### config.mk
export PLATFORM = sky130hd
export DESIGN_NAME = control_sequencer
export DESIGN_NICKNAME = d
export VERILOG_FILES = /design/src/rtl/cpu_ctrl_pkg.sv /design/src/rtl/cs_decode.sv /design/src/rtl/control_sequencer.sv
export SDC_FILE = /design/constraint.sdc
export NUM_CORES = 1
export LEC_CHECK = 0
export CAP_MARGIN = 20
export CELL_PAD_IN_SITES_DETAIL_PLACEMENT = 2
export CELL_PAD_IN_SITES_GLOBAL_PLACEMENT = 2
export CORE_UTILIZATION = 18
export DETAILED_ROUTE_END_ITERATION = 10
export PLACE_DENSITY_LB_ADDON = 0.1
export SYNTH_ARGS = -nofsm -noshare
export SYNTH_HDL_FRONTEND = slang
export SYNTH_SLANG_ARGS = --single-unit
### constraint.sdc
create_clock -name clock -period 1.7 [get_ports clock]
set_clock_uncertainty 0.15 [all_clocks]
set_input_delay 0.255 -clock clock [delete_from_list [all_inputs] [get_ports clock]]
set_output_delay 0.255 -clock clock [all_outputs]
set_load 0.05 [all_outputs]
### src/rtl/cpu_ctrl_pkg.sv
// Shared definitions for the hardwired control sequencer: opcodes, state
// encoding, instruction classes and ALU select codes.
package cpu_ctrl_pkg;

  localparam logic [4:0] OP_LD   = 5'b00000;
  localparam logic [4:0] OP_LDI  = 5'b00001;
  localparam logic [4:0] OP_ST   = 5'b00010;
  localparam logic [4:0] OP_ADD  = 5'b00011;
  localparam logic [4:0] OP_SUB  = 5'b00100;
  localparam logic [4:0] OP_AND  = 5'b00101;
  localparam logic [4:0] OP_OR   = 5'b00110;
  localparam logic [4:0] OP_ADDI = 5'b01100;
  localparam logic [4:0] OP_ANDI = 5'b01101;
  localparam logic [4:0] OP_ORI  = 5'b01110;
  localparam logic [4:0] OP_BR   = 5'b10011;
  localparam logic [4:0] OP_JR   = 5'b10100;
  localparam logic [4:0] OP_NOP  = 5'b11010;
  localparam logic [4:0] OP_HALT = 5'b11011;

  typedef enum logic [3:0] {
    S_RESET, T0, T1, T2, T3, T4, T5, T6, T7, S_HALT, S_PAUSE
  } state_t;

  typedef enum logic [3:0] {
    ALU_RR, ALU_RI, LDI, LD, ST, BR, JR, NOP, HALT, ILL
  } op_class_t;

  typedef enum logic [1:0] {
    SEL_ADD, SEL_SUB, SEL_AND, SEL_OR
  } alu_sel_t;

endpackage

### src/rtl/cs_decode.sv
// Combinational opcode decoder: maps IR[31:27] to an instruction class and
// the ALU operation used by the register and immediate ALU forms.
module cs_decode
  import cpu_ctrl_pkg::*;
#(
  parameter int OPW = 5
) (
  input  logic [OPW-1:0] opcode,
  output op_class_t      op_class,
  output alu_sel_t       alu_sel
);

  always_comb begin
    op_class = ILL;
    alu_sel  = SEL_ADD;
    case (opcode)
      OP_LD:   op_class = LD;
      OP_LDI:  op_class = LDI;
      OP_ST:   op_class = ST;
      OP_ADD:  op_class = ALU_RR;
      OP_SUB:  begin op_class = ALU_RR; alu_sel = SEL_SUB; end
      OP_AND:  begin op_class = ALU_RR; alu_sel = SEL_AND; end
      OP_OR:   begin op_class = ALU_RR; alu_sel = SEL_OR;  end
      OP_ADDI: op_class = ALU_RI;
      OP_ANDI: begin op_class = ALU_RI; alu_sel = SEL_AND; end
      OP_ORI:  begin op_class = ALU_RI; alu_sel = SEL_OR;  end
      OP_BR:   op_class = BR;
      OP_JR:   op_class = JR;
      OP_NOP:  op_class = NOP;
      OP_HALT: op_class = HALT;
      default: op_class = ILL;
    endcase
  end

endmodule

### src/rtl/control_sequencer.sv
// Hardwired control sequencer: fetch T0-T2, per-opcode execute T3-T7, memory
// ready handshake with timeout, halt state. CS_SINGLE_STEP_EN adds a step input.
module control_sequencer
  import cpu_ctrl_pkg::*;
#(
  parameter int OPW         = 5,
  parameter int MEM_TIMEOUT = 16,
  parameter int TCW         = 5
) (
  input  logic        clock,
  input  logic        clear,
`ifdef CS_SINGLE_STEP_EN
  input  logic        step,
`endif
  input  logic [31:0] ir,
  input  logic        CONFF,
  input  logic        mem_ready,
  output logic        PCout,
  output logic        PCin,
  output logic        IncPC,
  output logic        MARin,
  output logic        MDRin,
  output logic        MDRout,
  output logic        MD_read,
  output logic        Read,
  output logic        Write,
  output logic        IRin,
  output logic        Yin,
  output logic        Zlowin,
  output logic        Zlowout,
  output logic        Gra,
  output logic        Grb,
  output logic        Grc,
  output logic        Rin,
  output logic        Rout,
  output logic        BAout,
  output logic        Csignout,
  output logic        CONin,
  output logic        ADD,
  output logic        SUB,
  output logic        AND,
  output logic        OR,
  output logic        BRANCH,
  output logic        run,
  output logic        illegal,
  output logic        mem_err
);

`ifdef CS_SINGLE_STEP_EN
  localparam state_t FETCH_START = S_PAUSE;
`else
  localparam state_t FETCH_START = T0;
`endif

  state_t          state, state_nxt;
  op_class_t       op_class;
  alu_sel_t        alu_sel;
  logic [TCW-1:0]  wait_cnt;
  logic            in_wait, timeout;
  logic            alu_en, force_add;

  cs_decode #(.OPW(OPW)) u_decode (
    .opcode   (ir[31 -: OPW]),
    .op_class (op_class),
    .alu_sel  (alu_sel)
  );

  assign in_wait = (state == T1) ||
                   (state == T6 && op_class == LD) ||
                   (state == T7 && op_class == ST);
  assign timeout = in_wait && !mem_ready && (wait_cnt == TCW'(MEM_TIMEOUT - 1));

  // Wait counter restarts on every state change so each wait state gets a fresh budget.
  always_ff @(posedge clock) begin
    if (!clear) begin
      state    <= S_RESET;
      wait_cnt <= '0;
      mem_err  <= 1'b0;
    end else begin
      state   <= state_nxt;
      mem_err <= mem_err | timeout;
      if (state_nxt != state)
        wait_cnt <= '0;
      else if (in_wait && !mem_ready)
        wait_cnt <= wait_cnt + 1'b1;
    end
  end

  always_comb begin
    state_nxt = state;
    case (state)
      S_RESET: state_nxt = FETCH_START;
`ifdef CS_SINGLE_STEP_EN
      S_PAUSE: if (step) state_nxt = T0;
`else
      S_PAUSE: state_nxt = T0;
`endif
      T0: state_nxt = T1;
      T1: begin
        if (mem_ready)    state_nxt = T2;
        else if (timeout) state_nxt = S_HALT;
      end
      T2: begin
        case (op_class)
          NOP:     state_nxt = FETCH_START;
          HALT:    state_nxt = S_HALT;
          default: state_nxt = T3;
        endcase
      end
      T3: state_nxt = (op_class == JR || op_class == ILL ||
                       op_class == NOP || op_class == HALT) ? FETCH_START : T4;
      T4: state_nxt = T5;
      T5: state_nxt = (op_class == LD || op_class == ST || op_class == BR) ? T6 : FETCH_START;
      T6: begin
        case (op_class)
          LD: begin
            if (mem_ready)    state_nxt = T7;
            else if (timeout) state_nxt = S_HALT;
          end
          ST:      state_nxt = T7;
          default: state_nxt = FETCH_START;
        endcase
      end
      T7: begin
        if (op_class != ST || mem_ready) state_nxt = FETCH_START;
        else if (timeout)                state_nxt = S_HALT;
      end
      S_HALT:  state_nxt = S_HALT;
      default: state_nxt = S_RESET;
    endcase
  end

  always_comb begin
    {PCout, PCin, IncPC, MARin, MDRin, MDRout, MD_read, Read, Write} = '0;
    {IRin, Yin, Zlowin, Zlowout, Gra, Grb, Grc, Rin, Rout, BAout} = '0;
    {Csignout, CONin, ADD, SUB, AND, OR, BRANCH, illegal} = '0;
    alu_en    = 1'b0;
    force_add = 1'b0;
    run = (state != S_RESET) && (state != S_HALT) && (state != S_PAUSE);
    case (state)
      T0: begin PCout = 1'b1; MARin = 1'b1; IncPC = 1'b1; Zlowin = 1'b1; end
      T1: begin Zlowout = 1'b1; PCin = 1'b1; Read = 1'b1; MD_read = 1'b1; MDRin = 1'b1; end
      T2: begin MDRout = 1'b1; IRin = 1'b1; end
      T3: begin
        case (op_class)
          ALU_RR, ALU_RI: begin Grb = 1'b1; Rout = 1'b1; Yin = 1'b1; end
          LDI, LD, ST:    begin Grb = 1'b1; BAout = 1'b1; Yin = 1'b1; end
          BR:             begin Gra = 1'b1; Rout = 1'b1; CONin = 1'b1; end
          JR:             begin Gra = 1'b1; Rout = 1'b1; PCin = 1'b1; end
          ILL:            illegal = 1'b1;
          default: ;
        endcase
      end
      T4: begin
        case (op_class)
          ALU_RR:      begin Grc = 1'b1; Rout = 1'b1; alu_en = 1'b1; Zlowin = 1'b1; end
          ALU_RI:      begin Csignout = 1'b1; alu_en = 1'b1; Zlowin = 1'b1; end
          LDI, LD, ST: begin Csignout = 1'b1; force_add = 1'b1; Zlowin = 1'b1; end
          BR:          begin PCout = 1'b1; Yin = 1'b1; end
          default: ;
        endcase
      end
      T5: begin
        case (op_class)
          ALU_RR, ALU_RI, LDI: begin Zlowout = 1'b1; Gra = 1'b1; Rin = 1'b1; end
          LD, ST:              begin Zlowout = 1'b1; MARin = 1'b1; end
          BR:                  begin Csignout = 1'b1; BRANCH = 1'b1; Zlowin = 1'b1; end
          default: ;
        endcase
      end
      T6: begin
        case (op_class)
          LD: begin Read = 1'b1; MD_read = 1'b1; MDRin = 1'b1; end
          ST: begin Gra = 1'b1; Rout = 1'b1; MDRin = 1'b1; end
          BR: begin Zlowout = 1'b1; PCin = CONFF; end
          default: ;
        endcase
      end
      T7: begin
        case (op_class)
          LD: begin MDRout = 1'b1; Gra = 1'b1; Rin = 1'b1; end
          ST: Write = 1'b1;
          default: ;
        endcase
      end
      default: ;
    endcase
    if (alu_en) begin
      case (alu_sel)
        SEL_ADD: ADD = 1'b1;
        SEL_SUB: SUB = 1'b1;
        SEL_AND: AND = 1'b1;
        SEL_OR:  OR  = 1'b1;
        default: ;
      endcase
    end
    if (force_add) ADD = 1'b1;
  end

endmodule
Word level (Yosys, flattened, before mapping) --
Index checks and enable logic that the tools add are counted.
Word-level totals: register bits after elaboration 10, latch bits 0, bits in writable memories 0, memory bits (read-only) 0, input bits 36, output and inout port bits 29, logic and storage cells 139, memories kept 0
Cells by class: add/subtract/negate cells 1, multiply operators 0, divide/modulo/power cells 0, order comparisons 0, equal/unequal tests 40, shifts and indexed selects 0, muxes and demuxes 59, bitwise gates (word level) 2, reductions and logical operators 34
Operator list (count):
- $pmux W4 S10 | 1
- $pmux W4 S9 | 1
- $mux W1 | 35
- $eq A4 B3 Y1 const B | 8
- $eq A4 B4 Y1 const B | 5
- $eq A5 B4 Y1 const B | 4
- $eq A5 B5 Y1 const B | 4
- $eq A4 B2 Y1 const B | 4
- $mux W4 | 4
- $pmux W1 S2 | 8
- $pmux W4 S2 | 2
- $eq A5 B3 Y1 const B | 3
- $reduce_or A2 Y1 | 7
- $pmux W1 S3 | 4
- $reduce_or A4 Y1 | 3
- $eq A5 B2 Y1 const B | 2
- $reduce_or A3 Y1 | 3
- $eq A4 B1 Y1 const B | 2
- $logic_not A4 Y1 | 2
- $logic_or A1 B1 Y1 | 8
- $ne A4 B4 Y1 const B | 2
- $logic_and A1 B1 Y1 | 6
- $mux W3 | 2
- $pmux W2 S3 | 1
- other kinds (14) | 15

Longest topological paths before layout --
Gate-level depths: netlist of the first run.
word-level depth 15, mapped depth 8, gate-level depth less buffers 8

By module --
Synthesis of the first run repeated with hierarchy kept, for this count alone.
Second synthesis, totals: cell total of the unflattened synthesis 212, area total of the unflattened synthesis 1546.5 µm²
Modules (own cells, without submodules):
- control_sequencer | times used 1, cells each 180, area an instance 1330.0 µm², sequential area each 200.2 µm²
- cs_decode | times used 1, cells each 32, area an instance 216.5 µm², sequential area each 0.0 µm²

Worst setup path before layout of the first run --
OpenSTA, ideal clock, no wires.
path kind input to output, start input ir[29], end output Rout, data arrival time 2.497 ns, data required time 1.295 ns, slack -1.202 ns, stages 4, path buffers 2, path through clkbuf_1 > buf_1 > a22oi_1 > o41ai_1
On the way: cells in the longest elaborated chain, start to end 7, elaborated cells between the ends (all ways) 27, classes of those cells 17 x eq/ne; 5 x mux; 5 x reduce/logical
RTL lines:
- start, declared | line control_sequencer.sv:15 | input logic [31:0] ir,
- $eq A5 B2 Y1 (tied with other cells) | line cs_decode.sv:16 | case (opcode)
- $reduce_or A4 Y1 (no source line) or $reduce_or A3 Y1 (tied branches)
- $pmux W4 S9 (*) | line cs_decode.sv:16
- $eq A4 B3 Y1 (tied with other cells) | line control_sequencer.sv:145 | case (op_class)
- $reduce_or A4 Y1 (no source line)
- $mux W1 | line control_sequencer.sv:145
- $pmux W1 S3 (*) | line control_sequencer.sv:140 | case (state)
- end, declared | line control_sequencer.sv:35 | output logic Rout,
Every way passes the cells marked *; elsewhere a longest branch is shown, timed or not.

Worst setup path after layout of the first run --
start register state[3], end output Rout
On the way: cells in the longest elaborated chain, start to end 2, elaborated cells between the ends (all ways) 4, classes of those cells 3 x eq/ne; 1 x mux
RTL lines:
- start, declared | line control_sequencer.sv:55 | state_t state, state_nxt;
- start signal, assigned | line control_sequencer.sv:80 | state <= state_nxt;
- $eq A4 B3 Y1 | line control_sequencer.sv:140
- $pmux W1 S3 (*) | line control_sequencer.sv:140
Marks and branches as above.

==> results of run 1 <==
## worst max-delay path, stage by stage (launching register included)
cell	delay, ns
dfxtp_4	0.37
nand2b_4	0.17
buf_4	0.14
buf_4	0.12
buf_4	0.14
o41ai_4	0.37
buf_12	0.19
## timing repair
action | 4_1_cts | 5_1_grt
pin swaps | 31 | 28
buffers inserted | 29 | 18
hold buffers | 0 | 0
gates cloned | 0 | 0
resized for setup | 104 | 38
endpoints found under the setup margin | 38 | 38
## state kept, by name (all words and copies together), names as in the netlist
name      cells
mem_err       1
state         4
wait_cnt      5
## Yosys cell counts (4+ instances only)
master    instances
o21ai_0           6
nor3_1            8
nor2_1           28
buf_2             8
dfxtp_1          10
nand2b_1          6
clkbuf_1          8
and3_1            4
nand2_1          13
inv_1             6
nand3_1           8
or3_1             5
a21oi_1          13
nor2b_1           4
## cells by family (layout without fill, tap and decap cells)
logic type      after synthesis  after routing  share of synthesized area
compound gates               54             54                      0.310
xor+xnor                      3              3                     0.0201
fa+ha+maj                     2              2                     0.0191
buf+inv                      26            172                     0.0907
flops                        10             10                      0.153
mux                           1              1                    0.00764
simple gates                 95             95                      0.399
## power breakdown
part           internal (mW)  leakage, nW  total, mW  switching [mW]
logic                  0.622         1.41       1.27           0.653
registers              0.245       0.0844      0.267          0.0222
clock network          0.204       0.0288      0.300          0.0959
total                   1.07         1.53       1.84           0.771
## per-stage QoR
| step | util | setup WS, ns | power [mW] |
|---|---|---|---|
| 3_3_place_gp | 0.422 | -0.769 | 1.20 |
| 2_1_floorplan | - | -0.285 | 0.767 |
| 6_report | 0.538 | -0.433 | 1.84 |
| 3_5_place_dp | 0.422 | -0.863 | 1.22 |
| 5_1_grt | 0.538 | -0.484 | 1.90 |
| 4_1_cts | 0.502 | -0.410 | 1.70 |
## routing by layer
metal | share of wire | track usage | up-vias
met5 | 0 | 0 | -
met4 | 0.035 | 0.116 | 0
met3 | 0.025 | 0.0237 | 24
met2 | 0.56 | 0.476 | 56
met1 | 0.38 | 0.267 | 1113
li1 | - | - | 1000
## final timing paths
| check | depth (start not counted) | to |
|---|---|---|
| worst max-delay path | 6 | Rout |
| worst min register to register | 2 | mem_err$_SDFF_PN0_ |
| worst min-delay path | 2 | mem_err$_SDFF_PN0_ |
| worst max register to register | 7 | wait_cnt[4]$_SDFFE_PP0P_ |
## layout make-up
type                       count  area (um2)
sequential                    10         216
clock buffer                   4        55.1
multi-input combinational    155        1560
timing repair buffer         162        1740
tap                           96         120
fill                         705        3190
inverter                       6        30.0
==> reports/results.ini, run 1 <==
[run_status]
outcome=finished with violations
failed_checks=setup timing

[clocking]
insertion_delay_ns=0.24
htree_levels=1
cts.sinks=10
clk_pin_slew_ns=0.05
cts_tree=done
clockBufferDepth=2
numCtsBuffers=3
clockRootBuffer=clkbuf_8

[yosys]
async_reset_ff_frac=0
syn-num-nets=229
synth_edf_count=0
synth_top_area_share=0.153
syn-instance-count=191
ys.flop_type=dfxtp_1
yosys.area.top_type=dfxtp_1
synth.top_cells.by_area=dfxtp_1 (15%), nor2_1 (8.0%), a21oi_1 (5.0%)
synth_cell_types=53
syn-cell-area_mm2=0.00131
postSynthAreaPerCell_um2=6.86
synth-warning-count=0
ys_ff_latch=10
ys_seq_area_frac=0.153

[route]
drtIter0Drc=75
vias=2193
drc_errors=0
wl_um=11000
wl_per_cell_um=25.4
drtPass1Iterations=4
postRouteAntennaNets=0
avgViaCountPerCell=5.06

[power]
p_leak_nw=1.53
peakVddDrop_mv=0.510
power_per_cell_area_mw_per_mm2=495

[setup_path]
critPathArrivalTime_ns=1.73
reg2reg_from=state[3]$_SDFF_PN0_
cp-start-kind=flop
r2r_slack_ns=-0.37
end_kind=output port
critPathRequiredTime_ns=1.29
worstSetupPathType=reg -> out
crit_path_max_fanout=5
startpoint=state[3]$_SDFF_PN0_

[timing]
max-slew-margin-rel=0.692
maxSlewViolCount=0
fin_ws_ns=-0.433
fin_tns_setup_ns=-11.82
period_share=1.25
worst_pin_slew_ns=0.460
finalSetupViolCount=38
max_freq_mhz=469
hold-worst-slack_ns=0.363
period_needed_ns=2.13
rsz0062_at_grt=yes
hold_viol=0

[layout]
final_cell_area_mm2=0.00372
areaGrowthSynthToFinish_pct=184
final_cell_mix=buf_4 (95), buf_12 (30), buf_6 (28), nor2_1 (16)
final_cells=433
num-nets-final=376
final_common_cell=buf_4
diodes=0
drive_above_1_share=0.760

[global_routing]
antenna_found_initial=0
first_global_vias=2462
grt_util_all_layers=0.247
grt_overflow=0
grt_max_degree=10
grt_pass1_wl_um=14000

[placement]
gp_congestion=0.831
placedInstanceArea_mm2=0.00291
place_hpwl_um=6320
post-place-cells=388
port_buffers=37

[floorplanning]
initial_core_util=0.190
die_w_um=87.3
dieArea_mm2=0.00762
std_cell_rows=30
die_height_um=87.3
core_area_mm2=0.00691
io-pin-count=65

[worst_hold_path]
holdCritPathClass=reg -> reg
hp-start=mem_err$_SDFF_PN0_

[flow_run]
drv_cap=0

No activity file was read; power rests on OpenSTA's default activity.
==> run 2: changes to the inputs <==
--- a/config.mk
+++ b/config.mk
@@ -5,12 +5,15 @@
 export SDC_FILE = /design/constraint.sdc
 export NUM_CORES = 1
 export LEC_CHECK = 0
+export ABC_AREA = 1
 export CAP_MARGIN = 20
 export CELL_PAD_IN_SITES_DETAIL_PLACEMENT = 2
 export CELL_PAD_IN_SITES_GLOBAL_PLACEMENT = 2
-export CORE_UTILIZATION = 18
+export CORE_MARGIN = 3
+export CORE_UTILIZATION = 17
 export DETAILED_ROUTE_END_ITERATION = 10
 export PLACE_DENSITY_LB_ADDON = 0.1
+export RECOVER_POWER = 50
 export SYNTH_ARGS = -nofsm -noshare
 export SYNTH_HDL_FRONTEND = slang
 export SYNTH_SLANG_ARGS = --single-unit
==> run 2 against run 1 <==
  * The flow now stops in 5_1_grt
  * Synthesized cell count rose by 15%
  * Area after synthesis shrank 4.8%
==> reports/results.ini, run 2 <==
[yosys]
ys.flop_type=dfxtp_1  ; unchanged
synth_commonest_cells=nand2_1 (55), inv_1 (35), nor2_1 (34)  ; was nor2_1 (28), a21oi_1 (13), nand2_1 (13)
syn-instance-count=220  ; was 191
async_reset_ff_frac=0  ; unchanged
postSynthAreaPerCell_um2=5.67  ; was 6.86 um2
ys_seq_area_frac=0.160  ; was 0.153
synth.top_cells.by_area=nand2_1 (17%), dfxtp_1 (16%), inv_1 (11%)  ; was dfxtp_1 (15%), nor2_1 (8.0%), a21oi_1 (5.0%)
synth-warning-count=0  ; unchanged
synth_cell_types=31  ; was 53
synth_top_area_share=0.165  ; was 0.153
synth_edf_count=0  ; unchanged
syn-cell-area_mm2=0.00125  ; was 0.00131 mm2
syn-num-nets=258  ; was 229
yosysMostFrequentCell=nand2_1  ; was nor2_1
ys_ff_latch=10  ; unchanged
yosys.area.top_type=nand2_1  ; was dfxtp_1

[global_routing]
grt_max_degree=8
antenna_found_initial=0

[clocking]
numCtsBuffers=3  ; unchanged
clockRootBuffer=clkbuf_8  ; unchanged
ctsHoldBuffers=0  ; unchanged
htree_levels=1  ; unchanged
cts.sinks=10  ; unchanged
clockBufferDepth=2  ; unchanged

[placement]
gp_congestion=0.845  ; was 0.831
post-place-cells=442  ; was 388
place_hpwl_um=5530  ; was 6320 um
placedInstanceArea_mm2=0.00287  ; was 0.00291 mm2
port_buffers=37  ; unchanged

[floorplanning]
die_w_um=91.7  ; was 87.3 um
initial_core_util=0.180  ; was 0.190
std_cell_rows=30  ; unchanged
io-pin-count=65  ; unchanged
die_height_um=91.7  ; was 87.3 um

[timing]
postGrtWorstEndpoint=wait_cnt[0]$_SDFFE_PP0P_/D
worst-ep-kind=register data pin

[run_status]
outcome=stopped before the end  ; was finished with violations
error_line=[ERROR DPL-0033] detailed placement checks failed during check placement.
haltStage=5_1_grt

-- run 2: cell count changes after synthesis, moves of 7 or more --
cell      previous run  this run
buf_2                8         0
clkbuf_1             8         0
inv_1                6        35
nand2_1             13        55
nand2_2              0         7
nand3_1              8        15
-- run 2: stage by stage --
step                      setup slack (ns)  hold slack [ns]  TNS [ns]
after CTS                           -0.452            0.304     -9.21
after detailed placement             -1.03            0.295    -25.61
after floorplan                     -0.506            0.203     -3.50
after global placement              -0.911            0.286    -22.67
-- run 2: what timing repair did --
action | 4_1_cts
cloned | 0
gates resized for setup | 124
setup endpoints to repair | 37
pin swaps | 28
setup buffers | 32
-- run 2: cell families after synthesis --
kind of cell	after synthesis	share of synthesized area
xor+xnor	3	0.0211
compound gates	24	0.117
mux	1	0.00802
simple gates	138	0.541
fa+ha+maj	2	0.0201
flops	10	0.160
buf+inv	42	0.132
==> run 3: changes to the inputs <==
--- a/config.mk
+++ b/config.mk
@@ -7,12 +7,10 @@
 export LEC_CHECK = 0
 export ABC_AREA = 1
 export CAP_MARGIN = 20
-export CELL_PAD_IN_SITES_DETAIL_PLACEMENT = 2
-export CELL_PAD_IN_SITES_GLOBAL_PLACEMENT = 2
-export CORE_MARGIN = 3
-export CORE_UTILIZATION = 17
+export CORE_AREA = 3 3 64 66
 export DETAILED_ROUTE_END_ITERATION = 10
-export PLACE_DENSITY_LB_ADDON = 0.1
+export DIE_AREA = 0 0 67 69
+export PLACE_DENSITY_LB_ADDON = 0.15
 export RECOVER_POWER = 50
 export SYNTH_ARGS = -nofsm -noshare
 export SYNTH_HDL_FRONTEND = slang
==> constraint.sdc (replaced) <==
create_clock -name clock -period 2.2 [get_ports clock]
set_clock_uncertainty 0.15 [all_clocks]
set_input_delay 0.33 -clock clock [delete_from_list [all_inputs] [get_ports clock]]
set_output_delay 0.33 -clock clock [all_outputs]
set_load 0.05 [all_outputs]
==> run 3 against run 2 <==
  * The flow now finishes, with violations (setup timing)
  * Synthesized cell count unchanged
  * Area after synthesis did not move
==> reports/results.ini, run 3 <==
[setup_path]
critPathRequiredTime_ns=1.72
r2r_slack_ns=0.16
reg2reg_from=state[0]$_SDFF_PN0_
r2r-end=wait_cnt[0]$_SDFFE_PP0P_
crit_path_max_fanout=3
worstSetupPathType=in -> out
r2r_cells=13
cp-start-kind=primary input
end_kind=output port
critPathArrivalTime_ns=1.77

[power]
p_leak_nw=1.36
peakVddDrop_mv=0.529
power_per_cell_area_mw_per_mm2=469

[clocking]
insertion_delay_ns=0.24
clk_pin_slew_ns=0.05
ctsHoldBuffers=0  ; unchanged
numCtsBuffers=3  ; unchanged
clockBufferDepth=2  ; unchanged
cts_tree=done
cts.sinks=10  ; unchanged
htree_levels=1  ; unchanged
clockRootBuffer=clkbuf_8  ; unchanged

[yosys]
postSynthAreaPerCell_um2=5.67  ; unchanged
ys_seq_area_frac=0.160  ; unchanged
async_reset_ff_frac=0  ; unchanged
synth.top_cells.by_area=nand2_1 (17%), dfxtp_1 (16%), inv_1 (11%)  ; unchanged
yosysMostFrequentCell=nand2_1  ; unchanged
synth_compound_gate_area_share=0.117  ; unchanged
synth_mux_area_frac=0.00802  ; unchanged
synthAdderAreaFrac=0.0201  ; unchanged
ys_ff_latch=10  ; unchanged
syn-num-nets=258  ; unchanged
ys.flop_type=dfxtp_1  ; unchanged
synth-warning-count=0  ; unchanged
syn-instance-count=220  ; unchanged
synthSimpleGateAreaFrac=0.541  ; unchanged
yosys.area.top_type=nand2_1  ; unchanged
synthXorXnorAreaFrac=0.0211  ; unchanged
synth_edf_count=0  ; unchanged
syn-cell-area_mm2=0.00125  ; unchanged
synth_cell_types=31  ; unchanged
synth_top_family_by_area=simple AND/OR/NAND/NOR gates  ; unchanged
synth_top_area_share=0.165  ; unchanged
synth_commonest_cells=nand2_1 (55), inv_1 (35), nor2_1 (34)  ; unchanged

[worst_hold_path]
holdCritPathClass=reg -> reg
min_to=mem_err$_SDFF_PN0_
hp-start=mem_err$_SDFF_PN0_
worstHoldPathCells=2

[route]
wl_per_cell_um=12.7
vias=1851
drtPass1Iterations=4
avgViaCountPerCell=4.85
wl_um=4870
drc_errors=0
drtIter0Drc=111
postRouteAntennaNets=0

[floorplanning]
core_area_mm2=0.00363
io-pin-count=65  ; unchanged
die_height_um=69  ; was 91.7 um
initial_core_util=0.343  ; was 0.180
std_cell_rows=22  ; was 30
die_w_um=67  ; was 91.7 um
dieArea_mm2=0.00462

[placement]
placedInstanceArea_mm2=0.00244  ; was 0.00287 mm2
port_buffers=37  ; unchanged
gp_congestion=0.884  ; was 0.845
place_hpwl_um=3590  ; was 5530 um
place_ws_ns=-0.594  ; was -1.03 ns
post-place-cells=362  ; was 442

[timing]
maxSlewViolCount=0
rsz0062_at_grt=yes
finalSetupViolCount=1
hold_viol=0
max-slew-margin-rel=0.611
max_freq_mhz=444
worst_pin_slew_ns=0.586
period_share=1.02
fin_ws_ns=-0.0537
period_needed_ns=2.25

[layout]
multi_input_area_mm2=0.00109
final_cell_mix=buf_4 (72), nand2_1 (48), buf_12 (26), inv_1 (25), nor2_1 (19)
drive_above_1_share=0.575
areaGrowthSynthToFinish_pct=124
largest_reg_flops=5
num-nets-final=373
fillers=253
final_common_cell=buf_4
largest-register=wait_cnt
reg_top3=wait_cnt (5), state (4), mem_err (1)
final_cell_area_mm2=0.00280
diodes=0
final-seq-area_um2=210
final_cells=382

[global_routing]
grt_util_all_layers=0.204
grt_overflow=0
first_global_vias=1639
grt_max_degree=8
antenna_found_initial=0
grt_pass1_wl_um=7490

[flow_run]
drv_cap=0

[run_status]
failed_checks=setup timing
outcome=finished with violations  ; was stopped before the end

## run 3: cell counts after synthesis
Identical to the previous run, type by type.
## run 3: cell type report
| class | count | share of cell area |
|---|---|---|
| timing repair buffer | 112 | 0.434 |
| multi-input combinational | 168 | 0.390 |
| sequential | 10 | 0.0752 |
| inverter | 40 | 0.0591 |
| tap | 48 | 0.0215 |
| clock buffer | 4 | 0.0197 |
## run 3: logic make-up (layout without fill, tap and decap cells)
kind of cell | after synthesis | in the layout
buffers and inverters | 42 | 156
muxes | 1 | 1
DFF | 10 | 10
adders and majority gates | 2 | 2
AOI/OAI and AO/OA | 24 | 24
and+or+nand+nor | 138 | 138
xor gates and xnor gates | 3 | 3
## run 3: through the flow
stage	power (mW)	TNS [ns]	utilization	hold WS [ns]
2_1_floorplan	0.617	-0.347	-	0.278
3_3_place_gp	0.971	-10.13	0.673	0.292
3_5_place_dp	0.979	-11.01	0.673	0.299
4_1_cts	1.28	-0.135	0.733	0.311
5_1_grt	1.38	-0.491	0.770	0.337
6_report	1.31	-0.0537	0.770	0.301
## run 3: how the worst max path moves through the flow
stage | from | depth (start not counted) | endpoint
2_1_floorplan | ir[29] | 10 | Zlowin
3_3_place_gp | ir[27] | 13 | Gra
3_5_place_dp | ir[27] | 13 | Gra
4_1_cts | ir[27] | 13 | Gra
5_1_grt | ir[28] | 13 | Gra
6_report | ir[29] | 13 | Gra
## run 3: where the power goes
part	internal [mW]	switching (mW)	total [mW]	leakage, nW
Clock	0.158	0.0765	0.234	0.0288
Sequential	0.194	0.0146	0.208	0.0832
Combinational	0.379	0.491	0.870	1.24
## run 3: layer usage
layer	global-route usage	routed length [um]
met1	0.264	2050
met4	0.0833	117
met2	0.342	2490
met3	0.0114	212
met5	0	0
## run 3: timing repair
| item | CTS | global route |
|---|---|---|
| setup buffers | 10 | 6 |
| setup endpoints to repair | 32 | 16 |
| pin swaps | 12 | 12 |
| resized for setup | 61 | 27 |
## run 3: critical path: stages
cell and delay, ns:
buf_6 0.10, inv_6 0.05, buf_6 0.09, nor2_4 0.03, inv_2 0.08, nor3_4 0.04, buf_6 0.12, nor2_4 0.11
nand2_2 0.09, nand2_2 0.08, nand2_2 0.05, or4_4 0.42, buf_8 0.17
